## src/rtl/ir_pkg.sv

```systemverilog
// Shared types and constants for the instruction assembly register.
package ir_pkg;

    typedef enum logic {
        COLLECT = 1'b0,
        HOLD    = 1'b1
    } ir_state_t;

    localparam logic SEQ    = 1'b0;
    localparam logic DIRECT = 1'b1;

    localparam int DEF_BUS_W   = 8;
    localparam int DEF_INSTR_W = 16;

endpackage

```

## src/rtl/ir_assembly_buffer.sv

```systemverilog
// LANES x BUS_W assembly register with per-lane write enable and synchronous clear.
module ir_assembly_buffer #(
    parameter int BUS_W = 8,
    parameter int LANES = 2
) (
    input  logic                   Clock,
    input  logic                   ResetN,
    input  logic                   clear,
    input  logic [LANES-1:0]       we,
    input  logic [BUS_W-1:0]       wdata,
    output logic [LANES*BUS_W-1:0] q
);

    always_ff @(posedge Clock or negedge ResetN) begin
        if (!ResetN) begin
            q <= '0;
        end else if (clear) begin
            q <= '0;
        end else begin
            for (int i = 0; i < LANES; i++) begin
                if (we[i]) q[i*BUS_W +: BUS_W] <= wdata;
            end
        end
    end

endmodule

```

## src/rtl/instruction_assembly_register.sv

```systemverilog
// Assembles BUS_W fetch beats into an INSTR_W instruction and hands it to a consumer.
//   state   | meaning
//   COLLECT | accepting beats; completed words go straight to IROut when it is free
//   HOLD    | completed word parked in the buffer until the consumer takes IROut
module instruction_assembly_register
    import ir_pkg::*;
#(
    parameter int  BUS_W   = DEF_BUS_W,
    parameter int  INSTR_W = DEF_INSTR_W,
    localparam int LANES   = INSTR_W / BUS_W,
    localparam int LW      = (LANES > 1) ? $clog2(LANES) : 1
) (
    input  logic               Clock,
    input  logic               ResetN,
    input  logic               Write,
    output logic               WReady,
    input  logic               Mode,
    input  logic [LW-1:0]      Lane,
    input  logic               Last,
    input  logic [BUS_W-1:0]   I,
    input  logic               Flush,
    input  logic               Take,
    output logic [INSTR_W-1:0] IROut,
    output logic               IRValid,
    output logic [LW-1:0]      BeatCnt,
    output logic               LaneErr
);

    ir_state_t            state, state_d;
    logic [INSTR_W-1:0]   buf_q, merged, ir_d;
    logic [LANES-1:0]     we;
    logic [LW-1:0]        wr_lane;
    logic                 accept, seq, direct_ok, lane_we, complete, valid_d;

    assign WReady    = (state == COLLECT);
    assign accept    = Write && WReady && !Flush;
    assign seq       = (Mode == SEQ);
    assign direct_ok = (int'(Lane) < LANES) && (BeatCnt == '0);
    assign wr_lane   = seq ? BeatCnt : Lane;
    assign lane_we   = accept && (seq || direct_ok);
    assign complete  = lane_we && (seq ? (BeatCnt == LW'(LANES - 1)) : Last);

    // The completing beat lands in the buffer on the same edge, so the
    // committed word is built from the buffer with that beat merged in.
    always_comb begin
        merged = buf_q;
        we     = '0;
        for (int i = 0; i < LANES; i++) begin
            if (lane_we && (wr_lane == LW'(i))) begin
                we[i]                   = 1'b1;
                merged[i*BUS_W +: BUS_W] = I;
            end
        end
    end

    ir_assembly_buffer #(
        .BUS_W (BUS_W),
        .LANES (LANES)
    ) u_buf (
        .Clock  (Clock),
        .ResetN (ResetN),
        .clear  (Flush),
        .we     (we),
        .wdata  (I),
        .q      (buf_q)
    );

    always_comb begin
        state_d = state;
        ir_d    = IROut;
        valid_d = IRValid;
        if (Flush) begin
            state_d = COLLECT;
            ir_d    = '0;
            valid_d = 1'b0;
        end else if (state == HOLD) begin
            if (Take) begin
                ir_d    = buf_q;
                valid_d = 1'b1;
                state_d = COLLECT;
            end
        end else if (complete) begin
            if (!IRValid || Take) begin
                ir_d    = merged;
                valid_d = 1'b1;
            end else begin
                state_d = HOLD;
            end
        end else if (Take && IRValid) begin
            valid_d = 1'b0;
        end
    end

    always_ff @(posedge Clock or negedge ResetN) begin
        if (!ResetN) begin
            state   <= COLLECT;
            IROut   <= '0;
            IRValid <= 1'b0;
            BeatCnt <= '0;
            LaneErr <= 1'b0;
        end else begin
            state   <= state_d;
            IROut   <= ir_d;
            IRValid <= valid_d;
            if (Flush) begin
                BeatCnt <= '0;
                LaneErr <= 1'b0;
            end else if (accept) begin
                if (seq) begin
                    BeatCnt <= complete ? '0 : BeatCnt + 1'b1;
                end else if (!direct_ok) begin
                    LaneErr <= 1'b1;
                end
            end
        end
    end

endmodule

```

## config.mk

```make
export PLATFORM = sky130hd
export DESIGN_NAME = instruction_assembly_register
export DESIGN_NICKNAME = d
export VERILOG_FILES = /design/src/rtl/ir_pkg.sv /design/src/rtl/ir_assembly_buffer.sv /design/src/rtl/instruction_assembly_register.sv
export SDC_FILE = /design/constraint.sdc
export NUM_CORES = 1
export LEC_CHECK = 0
export ABC_AREA = 1
export ABC_CLOCK_PERIOD_IN_PS = 2600
export BUFFER_PORTS_ARGS = -buffer_cell sky130_fd_sc_hd__buf_2
export CAP_MARGIN = 10
export CORE_MARGIN = 2
export CORE_UTILIZATION = 57
export CTS_BUF_LIST = sky130_fd_sc_hd__clkbuf_16
export CTS_CLUSTER_SIZE = 14
export DETAILED_ROUTE_END_ITERATION = 8
export PLACE_DENSITY = 0.83
export SYNTH_ARGS = -nofsm -noshare
export SYNTH_HDL_FRONTEND = slang
export SYNTH_SLANG_ARGS = --single-unit
```

## constraint.sdc

```tcl
create_clock -name Clock -period 2.6 [get_ports Clock]
set_clock_uncertainty 0.05 [all_clocks]
set_input_delay 0 -clock Clock [delete_from_list [all_inputs] [get_ports Clock]]
set_output_delay 0 -clock Clock [all_outputs]
set_load 0.02 [all_outputs]
```

==> summary.md <==
| Metric | Value |
|---|---|
| Via count | `1394` |
| Seq/Total Area, Yosys | `0.531` |
| Nets | `approximately 260` |
| Core area | `~2800 µm²` |
| Simple-Gate Fraction of Synth Area | `0.347` |
| Worst hold path class | `in2reg` |
| GRT Total Usage | `0.245` |
| DRC viols | `0` |
| R2R setup slack | `about 1.1 ns` |
| Main combinational cell family by area after synthesis | `simple AND/OR/NAND/NOR gates` |
| CTS tree | `yes` |
| Fillers | `211` |
| Synth Cell Area | `roughly 1700 µm²` |
| Setup crit end kind | `flip-flop` |
| Minimum clock period | `between 1.5 and 2 ns` |
| Post-CTS Setup Bufs | `0` |
| First-pass GRT wire length | `6110 µm` |
| Post-synthesis xor/xnor area fraction | `0` |
| Multi-input logic area | `approximately 710 µm²` |
| Final setup TNS | `0 ns` |
| Leak | `between 0.001 and 0.0015 µW` |
| Syn Inst Count | `just under 200` |
| Root Buffer | `clkbuf_16` |
| Clock Path Buffers | `2` |
| Initial drt markers | `54` |
| Layout area overhead | `23.5%` |
| Crit path DAT | `about 1.7 ns` |
| Number of port buffers | `35` |
| Largest net degree at the start of global routing | `37` |
| Clock Sink Count | `36` |
| Tightest Pin Transition | `about 0.76 ns` |
| Mux cell area share after synthesis | `0` |
| Num CTS Buffers | `5` |
| Worst setup path category | `reg2reg` |
| Die W | `just under 60 µm` |
| Status | `completed` |
| Vias per cell | `around 5` |
| GRT overflow | `0` |
| Die Ht | `approximately 60 µm` |
| Synthesized net count | `209` |
| Die footprint | `around 3400 µm²` |
| Fin. Hold Viols | `0` |
| Placed wire-length estimate | `about 2400 µm` |
| Register Area | `between 900 and 1000 µm²` |
| CP Max Fanout | `16` |
| VDD IR max | `~0.0007 V` |
| Clk pin slew, worst setup/hold paths | `0.05 ns` |
| Yosys Warn Count | `0` |
| Adder-Cell Fraction of Synth Area | `0` |
| Worst slew margin | `0.492` |
| Post-route ant nets | `0` |
| Syn avg cell area | `between 8 and 9 µm²` |
| Critical Path Source Type | `flip-flop` |
| DRT Pass-1 Iters | `4` |
| Initial core utilization | `0.610` |
| Post-synthesis cell type count | `19` |
| Htree depth | `2` |
| Post-CTS Resized | `0` |
| WL/cell | `approximately 13 µm` |
| Worst skew pair latency | `around 0.28 ns` |
| Initial antenna violation count | `0` |
| Layout cell share with drive strength beyond 1 | `0.267` |
| RSZ-0062 raised after global routing | `no` |
| Compound-cell area share of the yosys netlist | `0.0715` |
| Final setup violation count | `0` |
| Cts hold-fix bufs | `10` |
| Synthesis-stage register bit count | `36` |
| Final Cycle Share | `0.596` |
| GPL Wtd Cong | `about 0.86` |
| Max cap viols | `0` |
| Pwr Density | `between 600 and 700 nW/µm²` |
| Site row count | `19` |
| Vias in the first global route | `between 1000 and 1500` |
| Final-report max-slew violation count | `0` |
| Total wire length | `between 3000 and 4000 µm` |
| Diodes inserted | `0` |
| Worst Path Required | `2.76 ns` |
| Max Freq | `between 600 and 700 MHz` |
| I/O Pins | `36` |
| Final core utilization | `0.753` |
==> critical path, cell delays in order, from the launching register on <==
cell and delay, ns:
dfrtp_1 0.41, inv_2 0.09, nand2_2 0.08, nor2_4 0.10
nand3_4 0.10, a21oi_4 0.42, nand2_1 0.14, nand2_1 0.09
==> registers in the layout (all words and copies together) (netlist names) <==
name     count
IRValid      1
IROut       16
LaneErr      1
u_buf.q     16
BeatCnt      1
state        1
==> per-layer routing <==
metal  GRT usage  part of all wire  wire, µm  up-vias
li1            -                 -         -      706
met1       0.304              0.46      1630      645
met2       0.396              0.47      1660       33
met3      0.0484             0.035       123       10
met4       0.150             0.028        99        0
met5           0                 0         0        -
==> cells in the final DEF, fill, tap and decap left out, drive strengths merged <==
master / netlist / final
nand3: 20 / 20
buf: 4 / 35
dlygate4sd3: 0 / 10
inv: 9 / 10
dfrtp: 36 / 36
nand3b: 1 / 1
clkbuf: 1 / 5
o21ai: 2 / 2
clkinv: 0 / 1
nand2: 95 / 95
nor2: 5 / 5
a21oi: 20 / 20
==> synthesized netlist by cell type <==
library cell / count / area [µm²]
nand2_4: 4 / 45.0
nand2_2: 6 / 37.5
nand3b_1: 1 / 7.51
inv_4: 1 / 6.26
nand3_4: 1 / 17.5
inv_2: 3 / 11.3
a21oi_4: 1 / 16.3
a21oi_1: 19 / 95.1
clkbuf_1: 1 / 3.75
nor2_4: 1 / 11.3
nand3_1: 14 / 70.1
nor2_1: 3 / 11.3
nor2_8: 1 / 20.0
buf_6: 4 / 45.0
nand3_2: 5 / 50.1
o21ai_0: 2 / 10.0
dfrtp_1: 36 / 901
nand2_1: 85 / 319
inv_1: 5 / 18.8
==> per-stage QoR <==
step	total power [µW]	setup slack (ns)	area, µm²	cells	hold WS [ns]
CTS	1270	1.07	2100	271	0.0703
finish	1270	1.05	2100	271	0.0777
global placement	712	1.13	1860	254	0.0727
floorplan	673	1.23	1700	193	-0.346
global route	1310	0.901	2100	271	0.103
detailed placement	714	1.08	1860	254	0.0695
==> worst paths after layout <==
check,to,cells after the start,from
worst max-delay path,IROut[1],7,state
worst min-delay path,BeatCnt,3,Mode
worst max register to register,IROut[1],7,state
worst min register to register,IROut[12],2,IROut[12]
max in group asynchronous,IROut[3],2,ResetN
min in group asynchronous,IROut[12],2,ResetN
==> layout make-up <==
| type | instances | area share |
|---|---|---|
| clock buffers | 5 | 0.0597 |
| flip-flops and latches | 36 | 0.430 |
| clock inverters | 2 | 0.00418 |
| inverters | 9 | 0.0173 |
| well taps | 31 | 0.0185 |
| multi-input cells | 143 | 0.339 |
| repair buffers | 45 | 0.131 |
==> cells by family (layout without fill, tap and decap cells) <==
group / count (synthesis) / in the layout
compound gates: 22 / 22
buf+inv: 14 / 61
flops: 36 / 36
simple gates: 121 / 121
==> where the power goes <==
part,leakage (µW),switching (µW),internal [µW]
logic,0.000623,89.6,45.4
registers,0.000498,6.62,575
clock network,0.0000709,207,343
(Power assumes the default switching activity.)
